`config.mk`:
```
export PLATFORM = sky130hd
export DESIGN_NAME = serial_adder_seq
export DESIGN_NICKNAME = d
export VERILOG_FILES = /design/src/rtl/serial_adder_pkg.sv /design/src/rtl/bit_adder_cell.sv /design/src/rtl/serial_adder_seq.sv
export SDC_FILE = /design/constraint.sdc
export NUM_CORES = 1
export LEC_CHECK = 0
export ABC_AREA = 1
export BUFFER_PORTS_ARGS = -buffer_cell sky130_fd_sc_hd__buf_2
export CAP_MARGIN = 10
export CORE_MARGIN = 10
export CORE_UTILIZATION = 45
export DETAILED_ROUTE_END_ITERATION = 8
export GPL_TIMING_DRIVEN = 0
export PLACE_DENSITY = 0.63
export SLEW_MARGIN = 20
export SYNTH_ARGS = -nofsm -noshare
export SYNTH_HDL_FRONTEND = slang
export SYNTH_SLANG_ARGS = --single-unit
```
`constraint.sdc`:
```
create_clock -name clk -period 3.2 [get_ports clk]
set_input_delay 0.32 -clock clk [delete_from_list [all_inputs] [get_ports clk]]
set_output_delay 0.32 -clock clk [all_outputs]
set_load 0.05 [all_outputs]
```
`src/rtl/serial_adder_pkg.sv`:
```
// Shared types and constants for the bit-serial adder.
package serial_adder_pkg;

    typedef enum logic [1:0] {
        IDLE  = 2'd0,
        SHIFT = 2'd1,
        DONE  = 2'd2
    } state_e;

    localparam int DEFAULT_WIDTH = 8;

endpackage

```
`src/rtl/bit_adder_cell.sv`:
```
// Single-bit full-adder cell, purely combinational.
module bit_adder_cell (
    input  logic x_i,
    input  logic y_i,
    input  logic carry_i,
    output logic z_o,
    output logic carry_o
);

    assign z_o     = x_i ^ y_i ^ carry_i;
    assign carry_o = (x_i & y_i) | (carry_i & (x_i ^ y_i));

endmodule

```
`src/rtl/serial_adder_seq.sv`:
```
// Bit-serial LSB-first adder around one bit_adder_cell; WIDTH+1 cycles per operation.
// Define SERIAL_ADDER_OVF_EN to add a two's-complement overflow output (ovf).
module serial_adder_seq
    import serial_adder_pkg::*;
#(
    parameter int WIDTH = DEFAULT_WIDTH
) (
    input  logic             clk,
    input  logic             rst_n,
    input  logic             start,
    input  logic [WIDTH-1:0] a,
    input  logic [WIDTH-1:0] b,
    input  logic             cin,
    output logic             busy,
    output logic             done,
    output logic [WIDTH-1:0] sum,
    output logic             cout
`ifdef SERIAL_ADDER_OVF_EN
    ,
    output logic             ovf
`endif
);

    localparam int CW = $clog2(WIDTH) + 1;
    localparam logic [CW-1:0] LAST = CW'(WIDTH - 1);

    state_e           state_q, state_d;
    logic [WIDTH-1:0] a_sh_q, a_sh_d;
    logic [WIDTH-1:0] b_sh_q, b_sh_d;
    logic [WIDTH-1:0] res_q, res_d;
    logic [WIDTH-1:0] sum_q, sum_d;
    logic [CW-1:0]    cnt_q, cnt_d;
    logic             carry_q, carry_d;
    logic             cout_q, cout_d;
    logic             done_q, done_d;
    logic             cell_z, cell_co;
`ifdef SERIAL_ADDER_OVF_EN
    logic             cmsb_q, cmsb_d;
    logic             ovf_q, ovf_d;
`endif

    bit_adder_cell u_cell (
        .x_i     (a_sh_q[0]),
        .y_i     (b_sh_q[0]),
        .carry_i (carry_q),
        .z_o     (cell_z),
        .carry_o (cell_co)
    );

    always_comb begin
        state_d = state_q;
        a_sh_d  = a_sh_q;
        b_sh_d  = b_sh_q;
        res_d   = res_q;
        sum_d   = sum_q;
        cnt_d   = cnt_q;
        carry_d = carry_q;
        cout_d  = cout_q;
        done_d  = 1'b0;
`ifdef SERIAL_ADDER_OVF_EN
        cmsb_d  = cmsb_q;
        ovf_d   = ovf_q;
`endif
        case (state_q)
            IDLE: begin
                if (start) begin
                    a_sh_d  = a;
                    b_sh_d  = b;
                    carry_d = cin;
                    cnt_d   = '0;
                    state_d = SHIFT;
                end
            end
            SHIFT: begin
                // Sum bits enter at the MSB so bit 0 lands in place after WIDTH shifts.
                res_d   = {cell_z, res_q[WIDTH-1:1]};
                carry_d = cell_co;
                a_sh_d  = a_sh_q >> 1;
                b_sh_d  = b_sh_q >> 1;
                cnt_d   = cnt_q + 1'b1;
                if (cnt_q == LAST) begin
                    state_d = DONE;
`ifdef SERIAL_ADDER_OVF_EN
                    cmsb_d  = carry_q;
`endif
                end
            end
            DONE: begin
                sum_d   = res_q;
                cout_d  = carry_q;
                done_d  = 1'b1;
`ifdef SERIAL_ADDER_OVF_EN
                ovf_d   = cmsb_q ^ carry_q;
`endif
                state_d = IDLE;
            end
            default: state_d = IDLE;
        endcase
    end

    always_ff @(posedge clk or negedge rst_n) begin
        if (!rst_n) begin
            state_q <= IDLE;
            a_sh_q  <= '0;
            b_sh_q  <= '0;
            res_q   <= '0;
            sum_q   <= '0;
            cnt_q   <= '0;
            carry_q <= 1'b0;
            cout_q  <= 1'b0;
            done_q  <= 1'b0;
`ifdef SERIAL_ADDER_OVF_EN
            cmsb_q  <= 1'b0;
            ovf_q   <= 1'b0;
`endif
        end else begin
            state_q <= state_d;
            a_sh_q  <= a_sh_d;
            b_sh_q  <= b_sh_d;
            res_q   <= res_d;
            sum_q   <= sum_d;
            cnt_q   <= cnt_d;
            carry_q <= carry_d;
            cout_q  <= cout_d;
            done_q  <= done_d;
`ifdef SERIAL_ADDER_OVF_EN
            cmsb_q  <= cmsb_d;
            ovf_q   <= ovf_d;
`endif
        end
    end

    assign busy = (state_q != IDLE);
    assign done = done_q;
    assign sum  = sum_q;
    assign cout = cout_q;
`ifdef SERIAL_ADDER_OVF_EN
    assign ovf  = ovf_q;
`endif

endmodule

```
After elaboration in Yosys (flattened, before gate mapping)

Cells that the tools add are included.
Widths: inputs -> output; s select.

Memories: 0
Bits in read-only memories: 0
Word-level logic and storage cells: 37
Latch bits: 0
Memory bits (writable): 0
Register bits after elaboration: 41
Output and inout bits: 11
Bits of input ports: 20

Bitwise gates (word level): 5
Multiply operators: 0
Muxes and demuxes: 12
Reduce and logical (&&, ||, !) cells: 5
Eq/ne operators: 5
Shift-type cells: 0
$lt $le $gt $ge: 0
Add/subtract/negate cells: 1
Div/mod/pow operators: 0

Operators by type and width:

| cell                | count |
|---|---|
| $pmux 8 s2          | 2 |
| $mux 8              | 2 |
| $pmux 4 s2          | 1 |
| $add 4x1->4 const B | 1 |
| $eq 4x3->1 const B  | 1 |
| $mux 2              | 2 |
| $mux 4              | 1 |
| $ne 2x2->1 const B  | 2 |
| $pmux 2 s2          | 1 |
| $reduce_and 2->1    | 2 |
| $reduce_bool 2->1   | 2 |
| $and 1x1->1         | 2 |
| $eq 2x1->1 const B  | 1 |
| $eq 2x2->1 const B  | 1 |
| $logic_not 2->1     | 1 |
| $mux 1              | 2 |
| $pmux 1 s2          | 1 |
| $xor 1x1->1         | 2 |
| $or 1x1->1          | 1 |

Depth between registers and ports, before layout

Gate-level depths: netlist of the first run.

Depth after elaboration: 4
Gate-level depth with buffers: 6
Depth with buffers taken out: 5

By module

A second synthesis of the first run with hierarchy kept.

Cell total of the unflattened synthesis: 195
Area, all modules: 1,773.0 µm²

By module, submodules not included:

| module           | instances | cells each | seq. area each (µm²) | area an instance (µm²) |
|---|---|---|---|---|
| serial_adder_seq | 1         | 194        | 1,026.0              | 1,752.9 |
| bit_adder_cell   | 1         | 1          | 0.0                  | 20.0 |

Worst setup path before layout of the first run

Ideal clock, no wire load.

Path type: register -> register
Start point: reg carry_q
End point: reg carry_q
Path buffers: 0
Stages on the path, launching flop included: 5
Arrival: 1.173 ns
Data required time: 3.083 ns
Clock period less this slack: 1.290 ns
Slack: 1.910 ns
Setup time: 0.117 ns
Path through: dfrtp_1 fa_1 or2_2 nand3_1 nand2_1

Longest elaborated chain between the ends: 3

Ends and longest elaborated chain:

| what                     | RTL line                | text |
|---|---|---|
| start: declaration       | serial_adder_seq.sv:33  | `logic carry_q, carry_d;` |
| start signal: assignment | serial_adder_seq.sv:123 | `carry_q <= carry_d;` |
| $and 1x1->1              | bit_adder_cell.sv:11    | `assign carry_o = (x_i & y_i) \| (carry_i & (x_i ^ y_i));` |
| $or 1x1->1               | bit_adder_cell.sv:11    |  |
| $pmux 1 s2               | serial_adder_seq.sv:64  | `case (state_q)` |

Every way passes these cells.
A chain may end at the register's enable or synchronous reset.

Final worst setup path of the first run

Start point: reg state_q[0]
End point: out busy

Longest elaborated chain between the ends: 1

Ends and longest elaborated chain:

| what                     | RTL line                | text |
|---|---|---|
| start: declaration       | serial_adder_seq.sv:27  | `state_e state_q, state_d;` |
| start signal: assignment | serial_adder_seq.sv:117 | `state_q <= state_d;` |
| $reduce_bool 2->1        | serial_adder_seq.sv:133 | `assign busy = (state_q != IDLE);` |
| end: declaration         | serial_adder_seq.sv:14  | `output logic busy,` |

Every way passes these cells.

==> results of run 1 <==
## synthesized netlist by cell type, drive strengths merged
master  number
ha           1
nand3       37
dfrtp       41
inv         14
or2          1
nand2       65
a21oi        1
nor3         1
nand4        1
o21ai       18
fa           1
nor2         4
buf         10
## state kept, by name, summed over array words and instances, names as in the netlist
register / cells
done: 1
carry_q: 1
cout: 1
a_sh_q: 8
res_q: 8
b_sh_q: 8
sum: 8
state_q: 2
cnt_q: 4
## power groups by stage
stage / Clock [W] / Sequential [W] / Combinational, W
floorplan: 0 / 0.00101 / 0.000513
global placement: 0 / 0.000865 / 0.000859
detailed placement: 0 / 0.000869 / 0.000872
CTS: 0.000377 / 0.000861 / 0.000873
global route: 0.000393 / 0.000894 / 0.000970
finish: 0.000366 / 0.000860 / 0.000853
## cells in the final DEF, fill, tap and decap left out, types with 3 or more instances in the layout
master	instances
sky130_fd_sc_hd__nand2_1	64
sky130_fd_sc_hd__dfrtp_1	41
sky130_fd_sc_hd__nand3_1	37
sky130_fd_sc_hd__buf_2	33
sky130_fd_sc_hd__inv_1	13
sky130_fd_sc_hd__o21ai_0	11
sky130_fd_sc_hd__o21ai_1	7
sky130_fd_sc_hd__clkbuf_8	7
sky130_fd_sc_hd__buf_6	6
sky130_fd_sc_hd__nor2_1	3
## metrics by stage
stage | power [W] | worst slack (ns) | instances | cell area, µm² | hold WS (ns)
after CTS | 0.00211 | 1.76 | 281 | 2080 | 0.181
after global routing | 0.00226 | 1.71 | 281 | 2080 | 0.217
final | 0.00208 | 1.75 | 281 | 2080 | 0.147
after detailed placement | 0.00174 | 1.86 | 273 | 1980 | 0.470
after global placement | 0.00172 | 1.86 | 273 | 1980 | 0.456
after floorplan | 0.00152 | 1.91 | 195 | 1770 | 0.0244
## per-layer routing
metal  part of all wire  global-route usage  up-vias
met5                  0                   0        -
met4              0.010              0.0351        0
met3              0.070              0.0463        5
met2               0.45               0.161       26
met1               0.47               0.156      629
li1                   -                   -      700
## kinds of logic (layout without fill, tap and decap cells)
family,Yosys count,count (layout),synth area share
buffers and inverters,24,62,0.0804
adders and majority gates,2,2,0.0183
and+or+nand+nor,109,109,0.269
AOI/OAI and AO/OA,19,19,0.0536
DFF,41,41,0.579
## how the worst max path moves through the flow
| stage | startpoint | end | slack (ns) | cells past startpoint |
|---|---|---|---|---|
| 2_1_floorplan | carry_q | carry_q | 1.91 | 4 |
| 4_1_cts | state_q[0] | busy | 1.76 | 3 |
| 3_5_place_dp | carry_q | carry_q | 1.86 | 4 |
| 3_3_place_gp | carry_q | carry_q | 1.86 | 4 |
| 6_report | state_q[0] | busy | 1.75 | 3 |
| 5_1_grt | state_q[0] | busy | 1.71 | 3 |
## area by class of cell
| cell class | instances | area [µm²] | share of cell area |
|---|---|---|---|
| clock inverter | 1 | 5.00 | 0.00240 |
| tap | 48 | 60.1 | 0.0288 |
| buffer | 10 | 90.1 | 0.0432 |
| timing repair buffer | 30 | 150 | 0.0720 |
| sequential | 41 | 1030 | 0.492 |
| clock buffer | 7 | 96.3 | 0.0462 |
| multi-input combinational | 130 | 604 | 0.290 |
| inverter | 14 | 52.6 | 0.0252 |
==> qor_table.md, run 1 <==
| Metric | Value |
|:---|:---|
| Outcome | complete, no violations |
| Total number of placement rows | 22 |
| Area of the die | 6850 µm² |
| LEAKAGE | 1.09 nW |
| H-tree lvl count | 2 |
| Die boundary height | 82.8 µm |
| Number of port buffers | 30 |
| Setup CP Type | reg2out |
| Antenna Cells | 0 |
| Maximum clock path buffer count | 2 |
| Cell with the largest stage delay on the worst path | sky130_fd_sc_hd__dfrtp_1 |
| Cts hold-fix bufs | 0 |
| Maximum Capacitance Violations | 0 |
| Number of antenna violations at the first check in global routing | 0 |
| Shortest period the worst path allows | 1.45 ns |
| Sequence of cells on the critical path | nor2_1 -> inv_1 -> buf_2 |
| Final hold violation count | 0 |
| Hold Path Class | in2async |
| DRC violation count after routing | 0 |
| Clock latency at the later pin of the worst-skew pair | 0.29 ns |
| Number of nets at the end of the flow | 254 |
| Effective utilization at floorplan | 0.474 |
| Data required time of the worst path | 2.88 ns |
| Sequential fraction of the synthesis area | 0.579 |
| Leftover overflow at the end of global routing | 0 |
| Worst supply voltage drop on vdd | 452 µV |
| Share of final-layout standard cells stronger than drive strength 1 | 0.227 |
| Cell family contributing the most delay on the critical path | flip-flops |
| Global-route wire length before repair | 6000 µm |
| CTS tree | built |
| Number of buffer and inverter instances along the worst setup path | 2 |
| Post-synth top area cell | sky130_fd_sc_hd__dfrtp_1 |
| RR Startpoint | carry_q |
| Number of vias in the routed layout | 1360 |
| Final-report setup violation count | 0 |
| Wire length per cell | 12.7 µm |
| Post-route clock period utilization | 0.453 |
| Slack of the worst reg-to-reg path | 1.86 ns |
| Cell types with the largest area share after synthesis | sky130_fd_sc_hd__dfrtp_1 (58%), sky130_fd_sc_hd__nand2_1 (14%), sky130_fd_sc_hd__nand3_1 (10%) |
| Highest fanout seen on the critical path | 4 |
| Number of vias per cell | 4.84 |
| Iteration count of the initial detailed-routing pass | 6 |
| Clock network power share | 0.176 |
| Clock tree root driver cell | sky130_fd_sc_hd__clkbuf_8 |
| Switching Power | 0.000857 W |
| Global Route Usage Sum | 0.114 |
| Share of total power consumed by net switching | 0.412 |
| Length in cells of the worst reg-to-reg path | 4 |
| Int Power | 0.00122 W |
| Crit end category | output port |
| Synthesized flop and latch total | 41 |
| Filler cell count in the final layout | 380 |
| Critical Path AT | 1.13 ns |
| Peak per-stage delay on the critical path | 0.43 ns |
| Area growth from synthesis to layout | 17.6% |
| TritonCTS Buffers | 5 |
| Final Core Density | 0.557 |
| CTS sink cnt | 41 |
| Clock transition at the registers of the reported paths | 0.07 ns |
| Transition time at the pin with the least slew margin | 0.883 ns |
| Number of distinct library cell variants in the gate-level netlist after synthesis | 19 |
| Fmax | 0.690 GHz |
| Share of power burned in registers | 0.414 |
| Total power per unit cell area | 997 nW/µm² |
| Average size of a mapped cell | 9.09 µm² |
| RSZ-0062 raised after global routing | no |
| Worst max-slew margin expressed relative to the limit | 0.411 |
| Total negative setup slack | 0 ns |
| Post-DP HPWL | 2540 µm |
| Number of warnings reported in the yosys synthesis log | 0 |
| Routability congestion estimate | 0.786 |
| Worst clock skew | 0.00449 ns |
| Startpoint kind of the worst setup timing path | flop |
| First DRT Iteration DRCs | 103 |
| Logic gate share of total power | 0.410 |
| Boundary pin count | 31 |
| Pin count of the biggest net entering global routing | 42 |
| R2R Path End | carry_q |
| Count of mapped cells out of synthesis | 195 |
| Number of pins with negative max-slew slack in the final report | 0 |
| Final antenna-violating net count | 0 |
| Horizontal extent of the die | 82.8 µm |
| Number of buffers inserted to repair setup after CTS | 0 |
| Syn Nets | 217 |
| Via count of the first global-routing pass | 1293 |
| Area share of the largest cell type after synthesis | 0.579 |
| Final wirelength | 3560 µm |
| Summed instance area of the synthesized netlist | 1770 µm² |
| Core area | 3740 µm² |
| Number of resized instances in the post-cts repair step | 0 |
No activity file was read; power rests on OpenSTA's default activity.
==> run 2, diff against run 1 <==
--- a/config.mk
+++ b/config.mk
@@ -5,14 +5,14 @@
 export SDC_FILE = /design/constraint.sdc
 export NUM_CORES = 1
 export LEC_CHECK = 0
-export ABC_AREA = 1
+export ABC_AREA = 0
 export BUFFER_PORTS_ARGS = -buffer_cell sky130_fd_sc_hd__buf_2
 export CAP_MARGIN = 10
 export CORE_MARGIN = 10
 export CORE_UTILIZATION = 45
 export DETAILED_ROUTE_END_ITERATION = 8
 export GPL_TIMING_DRIVEN = 0
-export PLACE_DENSITY = 0.63
+export PLACE_DENSITY = 0.66
 export SLEW_MARGIN = 20
 export SYNTH_ARGS = -nofsm -noshare
 export SYNTH_HDL_FRONTEND = slang
==> constraint.sdc (replaced) <==
create_clock -name clk -period 1.25 [get_ports clk]
set_input_delay 0.125 -clock clk [delete_from_list [all_inputs] [get_ports clk]]
set_output_delay 0.125 -clock clk [all_outputs]
set_load 0.05 [all_outputs]
==> qor_table.md, run 2 <==
| Metric | Value | Delta |
|:---|:---|:---|
| Outcome | finished with violations |  |
| Violated checks | setup timing |  |
| Core area | 4000 µm² | +6.9% |
| Total power per unit cell area | 2400 nW/µm² | +140% |
| Summed instance area of the synthesized netlist | 1850 µm² | +4.4% |
| Highest-count cells in the layout ignoring fill and taps | sky130_fd_sc_hd__dfrtp_1 (41), sky130_fd_sc_hd__buf_2 (30), sky130_fd_sc_hd__nand2_1 (29), sky130_fd_sc_hd__a21oi_1 (17), sky130_fd_sc_hd__o21ai_1 (16) |  |
| Critical Path AT | 1.30 ns | +0.17 ns |
| Die boundary height | 84.2 µm | +1.7% |
| First DRT Iteration DRCs | 71 | -31% |
| Start point of the worst hold path | b[5] |  |
| Average size of a mapped cell | 10.5 µm² | +15% |
| RR Startpoint | state_q[1] |  |
| TritonCTS Buffers | 5 | unchanged |
| Crit end category | output port |  |
| FFs w/ async S/R, synth | 1.00 | unchanged |
| Most used routing layer in global routing | met2 |  |
| Met1 Usage GRT | 0.151 | -0.00535 |
| Final-report setup violation count | 11 | +11 |
| Final wirelength | 4330 µm | +22% |
| Final Hold Slack | 0.0974 ns | -0.0495 ns |
| Startpoint kind of the worst setup timing path | flop |  |
| Boundary pin count | 31 | unchanged |
| Setup CP Type | reg2out |  |
| Worst path setup slack after routing | -0.178 ns | -1.93 ns |
| Syn Nets | 199 | -8.3% |
| Combinational family with the most area after synthesis | compound AO/OA/AOI/OAI gates |  |
| Data required time of the worst path | 1.12 ns | -1.76 ns |
| XOR/XNOR share of the synthesized area | 0 | unchanged |
| DRC violation count after routing | 0 | unchanged |
| Routability congestion estimate | 0.774 | -1.5% |
| Number of enable flip-flop cells after synthesis | 0 | unchanged |
| Leftover overflow at the end of global routing | 0 | unchanged |
| Clock tree root driver cell | sky130_fd_sc_hd__clkbuf_8 |  |
| Count of mapped cells out of synthesis | 177 | -9.2% |
| Most common library cell in the layout ignoring fill and taps | sky130_fd_sc_hd__dfrtp_1 |  |
| Number of vias in the routed layout | 1454 | +6.9% |
| Worst setup path startpoint | state_q[1] |  |
| Wire length per cell | 15.7 µm | +24% |
| Final hold violation count | 0 | unchanged |
| CTS sink cnt | 41 | unchanged |
| Pin count of the biggest net entering global routing | 42 | unchanged |
| Share of final-layout standard cells stronger than drive strength 1 | 0.332 | +0.104 |
| Clock latency at the later pin of the worst-skew pair | 0.29 ns | about the same |
| Number of nets at the end of the flow | 247 | -2.8% |
| Number of port buffers | 30 | unchanged |
| Iteration count of the initial detailed-routing pass | 4 | -2 |
| Number of vias per cell | 5.27 | +8.8% |
| Worst max-slew margin expressed relative to the limit | 0.397 | -0.0144 |
| Global-route wire length before repair | 7220 µm | +20% |
| Total instance count after detailed placement | 257 | -5.9% |
| Effective utilization at floorplan | 0.463 | -0.0107 |
| Sequential fraction of the synthesis area | 0.554 | -0.0246 |
| Fmax | 0.701 GHz |  |
| Total number of placement rows | 23 | +4.5% |
| Maximum clock path buffer count | 2 | unchanged |
| Highest fanout seen on the critical path | 2 | -2 |
| Layout Cells excl Fill | 276 | -1.8% |
| Antenna Cells | 0 | unchanged |
| Number of distinct library cell variants in the gate-level netlist after synthesis | 24 | +5 |
| Post-synth top area cell | sky130_fd_sc_hd__dfrtp_1 |  |
| Met2 GRT Util | 0.197 | +0.0358 |
| Post-route clock period utilization | 1.14 |  |
| Global Route Usage Sum | 0.123 | +0.00924 |
| Clock transition at the registers of the reported paths | 0.07 ns | about the same |
| Post-DP HPWL | 2860 µm | +13% |
| Commonest cells post-synth | sky130_fd_sc_hd__dfrtp_1 (41), sky130_fd_sc_hd__nand2_1 (29), sky130_fd_sc_hd__a21oi_1 (18) |  |
| Worst supply voltage drop on vdd | 1030 µV | +130% |
| Area growth from synthesis to layout | 27.2% |  |
| Cell types with the largest area share after synthesis | sky130_fd_sc_hd__dfrtp_1 (55%), sky130_fd_sc_hd__a22oi_1 (6.1%), sky130_fd_sc_hd__mux2_2 (6.1%) |  |
| Maximum Capacitance Violations | 0 | unchanged |
| Number of warnings reported in the yosys synthesis log | 0 | unchanged |
| Synthesized flop and latch total | 41 | unchanged |
| Final antenna-violating net count | 0 | unchanged |
| LEAKAGE | 1.20 nW | +10% |
| Number of antenna violations at the first check in global routing | 0 | unchanged |
| Filler cell count in the final layout | 348 | -8.4% |
| Area fraction in compound gates after synthesis | 0.176 | +0.123 |
| Adder-cell area share of the yosys netlist | 0.0176 | -0.000781 |
| Number of pins with negative max-slew slack in the final report | 0 | unchanged |
| Horizontal extent of the die | 84.2 µm | +1.7% |
| Shortest period the worst path allows | 1.43 ns |  |
| H-tree lvl count | 2 | unchanged |
| Pwr Total | 0.00566 W | +170% |
| Simple logic cell fraction of the synthesized area | 0.151 | -0.118 |
| RSZ-0062 raised after global routing | yes |  |
| Via count of the first global-routing pass | 1439 | +11% |
| Main flop type after synthesis | sky130_fd_sc_hd__dfrtp_1 |  |
| Met3 GRT Util | 0.0444 | -0.00189 |
| Library cell with the highest instance count after synthesis | sky130_fd_sc_hd__dfrtp_1 |  |
| Worst clock skew | 0.00621 ns | +0.00172 ns |
| Hold Path Class | in2reg |  |
| Area share of the largest cell type after synthesis | 0.554 | -0.0246 |
| CTS tree | built |  |
| Transition time at the pin with the least slew margin | 0.905 ns | +0.0215 ns |
| Share of synthesized area spent on multiplexers | 0.0608 | +0.0608 |
| Area of the die | 7080 µm² | +3.4% |
-- run 2: cell types whose count changed after synthesis, sizes merged, moves of 2 or more --
cell	before	now
nand2	65	29
nand3	37	2
a21oi	1	18
a22oi	0	15
inv	14	1
nor2b	0	11
mux2	0	10
and2b	0	8
clkbuf	0	3
a22o	0	2
nand2b	0	2
nor2	4	2
-- run 2: cell type report --
cell class	instances	area, µm²	area share
well taps	50	62.6	0.0266
multi-input cells	123	790	0.335
clock buffers	6	72.6	0.0308
repair buffers	41	274	0.116
plain buffers	12	116	0.0494
clock inverters	2	10.0	0.00425
flip-flops and latches	41	1030	0.436
inverters	1	3.75	0.00159
-- run 2: logic make-up after synthesis --
group                      count (synthesis)
buffers and inverters                     13
AOI/OAI and AO/OA                         55
DFF                                       41
and+or+nand+nor                           56
muxes                                     10
adders and majority gates                  2
-- run 2: layer usage --
metal | vias up | share of wire
met4 | 0 | 0.011
li1 | 711 | -
met2 | 44 | 0.48
met3 | 6 | 0.062
met1 | 693 | 0.45
met5 | - | 0
-- run 2: worst max-delay path, stage by stage (launching register included) --
cell and delay, ns:
sky130_fd_sc_hd__dfrtp_1 0.40, sky130_fd_sc_hd__buf_6 0.13, sky130_fd_sc_hd__buf_8 0.11, sky130_fd_sc_hd__or2_4 0.23
sky130_fd_sc_hd__buf_8 0.15
-- run 2: path summary, 6_finish.rpt --
check / end / slack (ns) / cells after the start
worst max-delay path: busy / -0.18 / 4
min in group asynchronous: res_q[0] / 0.50 / 2
worst min-delay path: b_sh_q[5] / 0.1 / 3
worst min register to register: res_q[0] / 0.50 / 2
worst max register to register: a_sh_q[1] / -0.10 / 7
max in group asynchronous: cnt_q[1] / 0.18 / 2
-- run 2: what timing repair did --
action | in CTS | in global routing
buffers inserted | 5 | 3
pin swaps | 2 | 1
endpoints found under the hold margin | 41 | 0
cloned | 2 | 0
hold buffers | 1 | 0
resized for setup | 22 | 16
endpoints found under the setup margin | 23 | 37
-- run 2: where the power goes --
part | leakage (nW) | internal, W | switching [W]
Combinational | 0.612 | 0.00115 | 0.00147
Clock | 0.0450 | 0.000387 | 0.000434
Sequential | 0.539 | 0.00183 | 0.000380
Total | 1.20 | 0.00337 | 0.00229
-- run 2: per-stage QoR --
step           setup TNS (ns)   util  instance area [µm²]  setup WS, ns
2_1_floorplan               0      -                 1850        0.0637
3_3_place_gp           -0.395  0.517                 2070        -0.183
3_5_place_dp           -0.732  0.517                 2070        -0.202
4_1_cts                -0.843  0.575                 2300        -0.191
5_1_grt                 -2.09  0.589                 2350        -0.233
6_report               -0.892  0.589                 2350        -0.178
